File: src/rtl/motion_bus_pkg.sv
// Shared types and constants for the motor register bus arbiter.
// Holds the access-cycle state enum, axis codes and default phase timing.
package motion_bus_pkg;

  localparam int CNT_W = 8;

  localparam int DEF_SETUP_CYCLES  = 1;
  localparam int DEF_STROBE_CYCLES = 4;
  localparam int DEF_HOLD_CYCLES   = 1;

  localparam logic [1:0] AXIS_X = 2'd0;
  localparam logic [1:0] AXIS_Y = 2'd1;
  localparam logic [1:0] AXIS_Z = 2'd2;
  localparam logic [1:0] AXIS_W = 2'd3;

  typedef enum logic [2:0] {
    ST_IDLE,
    ST_SETUP,
    ST_STROBE,
    ST_HOLD,
    ST_DONE
  } bus_state_t;

  function automatic logic [3:0] axis_select(input logic [1:0] axis);
    logic [3:0] sel;
    sel = 4'b0000;
    unique case (axis)
      AXIS_X: sel = 4'b0001;
      AXIS_Y: sel = 4'b0010;
      AXIS_Z: sel = 4'b0100;
      AXIS_W: sel = 4'b1000;
      default: sel = 4'b0000;
    endcase
    return sel;
  endfunction

endpackage

File: src/rtl/rr_arbiter.sv
// Combinational round-robin winner select; the search starts one past ptr.
// The pointer register itself lives in the parent.
module rr_arbiter #(
  parameter int NREQ = 3,
  parameter int IW   = $clog2(NREQ)
) (
  input  logic [NREQ-1:0] req,
  input  logic [IW-1:0]   ptr,
  output logic [NREQ-1:0] winner,
  output logic [IW-1:0]   index
);

  logic          found;
  logic [IW-1:0] cand;

  always_comb begin
    winner = '0;
    index  = '0;
    found  = 1'b0;
    cand   = '0;
    for (int k = 1; k <= NREQ; k++) begin
      cand = IW'((int'(ptr) + k) % NREQ);
      if (!found && req[cand]) begin
        found        = 1'b1;
        winner[cand] = 1'b1;
        index        = cand;
      end
    end
  end

endmodule

File: src/rtl/motor_bus_arbiter.sv
// Shares the motor register bus between NREQ requesters with round-robin
// arbitration and a fixed setup/strobe/hold access cycle.
module motor_bus_arbiter
  import motion_bus_pkg::*;
#(
  parameter int NREQ          = 3,
  parameter int SETUP_CYCLES  = DEF_SETUP_CYCLES,
  parameter int STROBE_CYCLES = DEF_STROBE_CYCLES,
  parameter int HOLD_CYCLES   = DEF_HOLD_CYCLES
) (
  input  logic                 clk,
  input  logic                 rst,
  input  logic [NREQ-1:0]      req,
  input  logic [NREQ-1:0]      req_wr,
  input  logic [2*NREQ-1:0]    req_axis,
  input  logic [8*NREQ-1:0]    req_addr,
  input  logic [32*NREQ-1:0]   req_wdata,
  output logic [NREQ-1:0]      gnt,
  output logic [NREQ-1:0]      done,
  output logic [31:0]          rdata,
  output logic [7:0]           bus_addr,
  output logic [31:0]          bus_wdata,
  input  logic [31:0]          bus_rdata,
  output logic                 bus_rd,
  output logic [3:0]           bus_cs,
  output logic                 bus_oe,
  output logic                 busy
);

  localparam int IW = $clog2(NREQ);

  bus_state_t       state;
  logic [CNT_W-1:0] cnt;
  logic [IW-1:0]    ptr;
  logic [IW-1:0]    cur_idx;
  logic [1:0]       cur_axis;

  logic [NREQ-1:0]  win_onehot;
  logic [IW-1:0]    win_idx;

  logic [1:0]       axis_arr  [NREQ];
  logic [7:0]       addr_arr  [NREQ];
  logic [31:0]      wdata_arr [NREQ];

  for (genvar g = 0; g < NREQ; g++) begin : g_unpack
    assign axis_arr[g]  = req_axis[2*g +: 2];
    assign addr_arr[g]  = req_addr[8*g +: 8];
    assign wdata_arr[g] = req_wdata[32*g +: 32];
  end

  rr_arbiter #(
    .NREQ (NREQ),
    .IW   (IW)
  ) u_rr (
    .req    (req),
    .ptr    (ptr),
    .winner (win_onehot),
    .index  (win_idx)
  );

  // One down-counter times every phase: it is reloaded with (phase length - 1)
  // on entry and the phase ends on the edge where it reads zero.
  always_ff @(posedge clk or posedge rst) begin
    if (rst) begin
      state     <= ST_IDLE;
      cnt       <= '0;
      ptr       <= IW'(NREQ - 1);
      cur_idx   <= '0;
      cur_axis  <= '0;
      gnt       <= '0;
      done      <= '0;
      rdata     <= '0;
      bus_addr  <= '0;
      bus_wdata <= '0;
      bus_rd    <= 1'b0;
      bus_cs    <= '0;
      bus_oe    <= 1'b0;
      busy      <= 1'b0;
    end else begin
      unique case (state)
        ST_IDLE: begin
          if (|req) begin
            gnt       <= win_onehot;
            cur_idx   <= win_idx;
            cur_axis  <= axis_arr[win_idx];
            bus_addr  <= addr_arr[win_idx];
            bus_wdata <= wdata_arr[win_idx];
            bus_rd    <= ~req_wr[win_idx];
            busy      <= 1'b1;
            cnt       <= CNT_W'(SETUP_CYCLES - 1);
            state     <= ST_SETUP;
          end
        end
        ST_SETUP: begin
          if (cnt == '0) begin
            bus_cs <= axis_select(cur_axis);
            bus_oe <= bus_rd;
            cnt    <= CNT_W'(STROBE_CYCLES - 1);
            state  <= ST_STROBE;
          end else begin
            cnt <= cnt - 1'b1;
          end
        end
        ST_STROBE: begin
          if (cnt == '0) begin
            if (bus_rd) begin
              rdata <= bus_rdata;
            end
            bus_cs <= '0;
            bus_oe <= 1'b0;
            cnt    <= CNT_W'(HOLD_CYCLES - 1);
            state  <= ST_HOLD;
          end else begin
            cnt <= cnt - 1'b1;
          end
        end
        ST_HOLD: begin
          if (cnt == '0) begin
            done  <= gnt;
            state <= ST_DONE;
          end else begin
            cnt <= cnt - 1'b1;
          end
        end
        ST_DONE: begin
          done  <= '0;
          gnt   <= '0;
          busy  <= 1'b0;
          ptr   <= cur_idx;
          state <= ST_IDLE;
        end
        default: state <= ST_IDLE;
      endcase
    end
  end

endmodule
File: config.mk
export PLATFORM = sky130hd
export DESIGN_NAME = motor_bus_arbiter
export DESIGN_NICKNAME = d
export VERILOG_FILES = /design/src/rtl/motion_bus_pkg.sv /design/src/rtl/rr_arbiter.sv /design/src/rtl/motor_bus_arbiter.sv
export SDC_FILE = /design/constraint.sdc
export NUM_CORES = 1
export LEC_CHECK = 0
export CORE_ASPECT_RATIO = 1.5
export CORE_MARGIN = 2
export CORE_UTILIZATION = 37
export DETAILED_ROUTE_END_ITERATION = 7
export PLACE_DENSITY = 0.77
export SLEW_MARGIN = 20
export SYNTH_ARGS = -nofsm -noshare
export SYNTH_HDL_FRONTEND = slang
export SYNTH_SLANG_ARGS = --single-unit
File: constraint.sdc
create_clock -name clk -period 3.24 [get_ports clk]
set_clock_uncertainty 0.2 [all_clocks]
set_input_delay 0.648 -clock clk [delete_from_list [all_inputs] [get_ports clk]]
set_output_delay 0.648 -clock clk [all_outputs]
set_load 0.01 [all_outputs]
======== Word-level counts from Yosys, hierarchy flattened ========
Index checks and enable logic that the tools add are counted.
cells by class
  $add $sub $neg .......................... 4
  divide/modulo/power cells ............... 3
  order comparisons ....................... 8
  eq/ne operators ......................... 12
  mux-type cells .......................... 54
  bitwise gates (word level) .............. 4
  reductions and logical operators ........ 22
operator list
  cell                                                                          number
  32-bit by 3-bit remainder unit with 32-bit output, second input constant      3
  32-bit binary-select mux with 2-bit select                                    1
  32-bit two-way mux                                                            2
  8-bit two-way mux                                                             6
  8-bit one-hot mux with 4 select lines                                         1
  3-bit two-way mux                                                             9
  8-bit binary-select mux with 2-bit select                                     1
  4-bit one-hot mux with 4 select lines                                         1
  2-bit by 3-bit less-than comparator with 1-bit output, second input constant  4
  1-bit two-way mux                                                             12
  3-bit one-hot mux with 2 select lines                                         2
  3-bit one-hot mux with 4 select lines                                         1
  2-bit two-way mux                                                             5
  2-bit inequality test, second input constant                                  5
  3-bit AND reduction                                                           3
  1-bit binary-select mux with 2-bit select                                     4
  8-bit logical NOT                                                             1
  4-bit two-way mux                                                             2
  4-bit one-hot mux with 2 select lines                                         1
  8-bit by 1-bit subtractor with 8-bit output, second input constant            1
  2-bit by 2-bit adder with 3-bit output, second input constant                 2
  1-bit demux with 2-bit select                                                 3
  3-bit by 2-bit == test with 1-bit output, second input constant               2
  2-bit by 1-bit >= comparator with 1-bit output, second input constant         3
  20 further kinds                                                              32
word-level totals
  register bits ........................... 102
  output and inout port bits .............. 85
  logic and storage cells ................. 121

======== Logic depth before layout (Yosys ltp) ========
  depth in word-level cells ............... 15
  gate-level depth with buffers ........... 10

======== By module ========
A second synthesis with hierarchy kept.
second synthesis, totals
  cell total of the unflattened synthesis .. 523
  area total of the unflattened synthesis .. 5281.3 um^2
modules (own cells, without submodules)
  module             instances  cells an instance  area an instance (um^2)  sequential area each (um^2)
  motor_bus_arbiter  1          488                5001.0                   2553.7
  rr_arbiter         1          35                 280.3                    0.0

======== Worst setup path after synthesis ========
OpenSTA, ideal clock, no wires.
  path type ............................... register to register
  start point ............................. register ptr[1]
  end point ............................... register bus_wdata[1]
  library setup time ...................... 134 ps
  data arrival time ....................... 2124 ps
  data required time ...................... 2906 ps
  slack ................................... 782 ps
  stages on the path, launching flop included .. 10
  buffers on the path ..................... 3
  clock period less this slack ............ 2458 ps
  path through ............................ dfstp_2 > inv_1 > ha_1 > clkbuf_1 > maj3_1 > o221ai_1 > buf_2 > buf_4 > mux2i_1 > o211ai_1
on the way
  word-level cells in the longest chain between the ends .. 15
  elaborated cells on any way between the ends .. 25
RTL lines
  what                                                        line                      source
  start, declared                                             motor_bus_arbiter.sv:34   logic [IW-1:0] ptr;
  start signal, assigned                                      motor_bus_arbiter.sv:67   ptr <= IW'(NREQ - 1);
  start signal, assigned                                      motor_bus_arbiter.sv:129  ptr <= cur_idx;
  2-bit by 1-bit adder with 3-bit output                      rr_arbiter.sv:22          cand = IW'((int'(ptr) + k) % NREQ);
  32-bit by 3-bit remainder unit with 32-bit output           rr_arbiter.sv:22
  1-bit binary-select mux with 2-bit select                   rr_arbiter.sv:23          if (!found && req[cand]) begin
  1-bit two-way mux (not written as such)                     rr_arbiter.sv:23
  1-bit two-way mux                                           rr_arbiter.sv:23
  1-bit logical NOT                                           rr_arbiter.sv:23
  1-bit logical AND                                           rr_arbiter.sv:23
  1-bit two-way mux                                           rr_arbiter.sv:23
  1-bit logical NOT                                           rr_arbiter.sv:23
  1-bit logical AND                                           rr_arbiter.sv:23
  2-bit two-way mux (*)                                       rr_arbiter.sv:23
  2-bit NOT with 3-bit output (not written as such) (*)       motor_bus_arbiter.sv:87   bus_wdata <= wdata_arr[win_idx];
  32-bit binary-select mux with 2-bit select (*)              motor_bus_arbiter.sv:87
  32-bit two-way mux (not written as such) (*) (2 in series)  motor_bus_arbiter.sv:87
  end signal, assigned                                        motor_bus_arbiter.sv:87
  end, declared                                               motor_bus_arbiter.sv:22   output logic [31:0] bus_wdata,
Every way passes the cells marked *; elsewhere a longest branch is shown, timed or not. The select of a mux whose other input is x is not followed.
A chain may end at the register's enable or synchronous reset.

======== Worst setup path in the final report ========
  start point ............................. input port req[0]
  end point ............................... register bus_addr[6]
on the way
  word-level cells in the longest chain between the ends .. 13
  elaborated cells on any way between the ends .. 21
RTL lines
  what                                                   line                     source
  start, declared                                        motor_bus_arbiter.sv:13  input logic [NREQ-1:0] req,
  1-bit binary-select mux with 2-bit select              rr_arbiter.sv:23
  1-bit two-way mux (not written as such)                rr_arbiter.sv:23
  1-bit two-way mux                                      rr_arbiter.sv:23
  1-bit logical NOT                                      rr_arbiter.sv:23
  1-bit logical AND                                      rr_arbiter.sv:23
  1-bit two-way mux                                      rr_arbiter.sv:23
  1-bit logical NOT                                      rr_arbiter.sv:23
  1-bit logical AND                                      rr_arbiter.sv:23
  2-bit two-way mux                                      rr_arbiter.sv:23
  2-bit NOT with 3-bit output (not written as such)      motor_bus_arbiter.sv:86  bus_addr <= addr_arr[win_idx];
  8-bit binary-select mux with 2-bit select              motor_bus_arbiter.sv:86
  8-bit two-way mux (not written as such) (2 in series)  motor_bus_arbiter.sv:86
  end signal, assigned                                   motor_bus_arbiter.sv:86
  end, declared                                          motor_bus_arbiter.sv:21  output logic [7:0] bus_addr,
Parallel ways exist; a longest one is shown, timed or not. The select of a mux whose other input is x is not followed.

==> run_results.csv <==
group,metric,value,unit
timing,rsz0062_at_grt,"false",
global_routing,grt_max_degree,103,
global_routing,grt_use_total,21.7,%
power_and_ir_drop,vdd_drop_max,0.390,mV
synthesis,synth_flop_cell,"dfrtp_1",
detailed_routing,drtAntennaViolNets,0,
synthesis,ys_seq_area_share,49.6,%
detailed_routing,drc_errors,0,
critical_path,crit_family,"buffers and inverters",
detailed_routing,vias,4892,
cts,cts_buffer_depth,2,
floorplan,start_util,38.1,%
cts,cts_root_buffer,"clkbuf_16",
synthesis,ys_ff_latch,102,
finish,area_delta_synth_final,58.8,%
critical_path,slowest_delay,0.60,ns
floorplan,die_x,100,µm
finish,fin_area,8180,µm²
place,dp.cells,889,
timing,setup_viol,0,
global_routing,antenna_found_initial,0,
detailed_routing,routed-wl-met2,8.60,mm
cts,clk_latency,0.35,ns
global_routing,grt_overflow,0,
cts,numCtsBuffers,9,
timing,relSlewSlack,27.4,%
place,place_congestion,0.836,
critical_path,worst_setup_path_start_kind,"input pin",
detailed_routing,wl_met3,1.28,mm
critical_path,crit_required,3.27,ns
status,status,"complete, no violations",
cts,clk_pin_slew,0.08,ns
finish,instances_no_fill,905,
synthesis,async_reset_ff_share,100,%
detailed_routing,wl_met1,5.82,mm
synthesis,synthCells,499,
finish,final_common_cell,"clkdlybuf4s50_1",
critical_path,critPathMaxFanout,30,
timing,min_period,2.65,ns
detailed_routing,routed.top_layer,"met4",
floorplan,num_rows,52,
timing,finalSetupTns,0,ns
detailed_routing,avgRoutedWirePerCell,17.9,µm
timing,final_hold_viol_count,0,
global_routing,grt_pass1_vias,5093,
finish,nets,910,
critical_path,critical_path_buf_inv_count,3,
power_and_ir_drop,power_density,371,nW/µm²
power_and_ir_drop,p_leak,3.36,nW
floorplan,die_h,148,µm
finish,diodes,0,
critical_path,cp-end-kind,"flop",
detailed_routing,drt_wl_total,16.2,mm
timing,worst_slack,0.591,ns
synthesis,synth_edf_count,0,
synthesis,synth_top_area_share,49.1,%
cts,cts_max_level,3,
timing,fin_hold_ws,0.276,ns
global_routing,grt_pass1_wl,25.2,mm
hold_path,hold_path_class,"reg -> reg",
critical_path,crit_arrival,2.68,ns
timing,slew_violations,0,
run,timing.max_cap.violations,0,
place,dp_hpwl,12.4,mm
critical_path,cpMaxStageDelayCell,"clkdlybuf4s50_1",
synthesis,syn_avg_cell_area,10.3,µm²
timing,worst_slew_pin_slew,1.08,ns
cts,cts_hold_buf,0,
critical_path,worstPathCellList,"clkdlybuf4s50_1 > inv_1 > maj3_1 > o221ai_4 > buf_12 > mux2i_1 > o211ai_1",
cts,cts_tree,"built",
detailed_routing,first_pass_iters,4,
synthesis,yosys_warnings,0,
synthesis,yosys.area.top_type,"dfrtp_1",
cts,postCtsResizedCells,0,
detailed_routing,drtIter0Drc,165,
timing,fmax,0.377,GHz
place,portBuffers,250,
cts,cts.sinks,102,
floorplan,die_area,14900,µm²
timing,fin_crit_sh,81.8,%
place,place_ws,0.221,ns
floorplan,io_pins,251,
cts,cts_setup_buffers,0,
finish,final_cell_mix,"clkdlybuf4s50_1, dfrtp_1, nand2_1",
synthesis,ys_types,45,
synthesis,synth_nets,671,
synthesis,synth.cell_area,5150,µm²
finish,nFillCells,1133,
place,place_area,7880,µm²
synthesis,synthTopCellsByArea,"dfrtp_1, mux2i_1, mux2_2",
finish,drive_above_1_share,10.4,%
floorplan,core_area,13500,µm²
detailed_routing,via_per_inst,5.41,
critical_path,crit_type,"in -> reg",
==> logic make-up after synthesis <==
kind of cell	after synthesis	synth area share, %
xor+xnor	1	0.170
flops	102	49.6
mux	83	17.0
buf+inv	52	4.49
simple gates	159	14.6
compound gates	94	12.3
fa+ha+maj	8	1.87
==> cells in the mapped netlist, types with 11 or more instances <==
library cell / instances
a21oi_1: 13
buf_2: 11
clkbuf_1: 22
dfrtp_1: 101
inv_1: 14
mux2_2: 35
mux2i_1: 46
nand2_1: 67
nand3_1: 50
nor2_1: 15
o211ai_1: 43
o21ai_0: 16
==> registers in the layout, summed over array words and instances (netlist names) <==
| signal | cells |
|---|---|
| bus_oe | 1 |
| rdata | 32 |
| cnt | 8 |
| bus_cs | 4 |
| bus_wdata | 32 |
| busy | 1 |
| bus_addr | 8 |
| gnt | 3 |
| done | 3 |
| cur_axis | 2 |
| ptr | 2 |
| cur_idx | 2 |
| state | 3 |
| bus_rd | 1 |
==> layer usage <==
| layer | vias to the layer above | GRT usage [%] |
|---|---|---|
| met5 | - | 0 |
| met4 | 0 | 9.04 |
| met3 | 37 | 5.64 |
| met2 | 253 | 39.9 |
| met1 | 2333 | 23.0 |
| li1 | 2269 | - |
==> area by class of cell <==
| cell class | instances | area [µm²] | share of cell area [%] |
|---|---|---|---|
| sequential | 102 | 2550 | 31.2 |
| timing repair buffer | 266 | 2660 | 32.5 |
| tap | 162 | 203 | 2.48 |
| inverter | 14 | 56.3 | 0.689 |
| multi-input combinational | 345 | 2400 | 29.4 |
| clock inverter | 7 | 75.1 | 0.918 |
| clock buffer | 9 | 225 | 2.75 |
==> tightest hold or removal path: cells and delay by family, from the launching register on <==
family	cells	cell delay, ns
flip-flops	1	0.34
AND/OR/NAND/NOR	2	0.10
==> stage by stage <==
stage	power (mW)	utilization [%]
after CTS	3.07	60.4
after floorplan	1.58	-
after detailed placement	1.97	58.2
final	3.03	60.4
after global routing	3.16	60.4
after global placement	1.96	58.2
==> report_power, final <==
group	total (mW)	internal [mW]	switching, mW
sequential	1.38	1.34	0.0409
clock	1.09	0.549	0.541
combinational	0.559	0.361	0.199
==> worst paths after layout <==
path	startpoint	endpoint	slack, ns	cells past startpoint
setup reg to reg	ptr[1]	bus_addr[6]	0.61	7
setup / recovery	req[0]	bus_addr[6]	0.59	7
max in group asynchronous	rst	bus_wdata[18]	1.79	3
hold reg to reg	cur_idx[1]	cur_idx[1]	0.28	2
min in group asynchronous	rst	bus_addr[1]	0.58	3
hold / removal	cur_idx[1]	cur_idx[1]	0.28	2
Note: power is estimated with default switching activity, not from simulation.
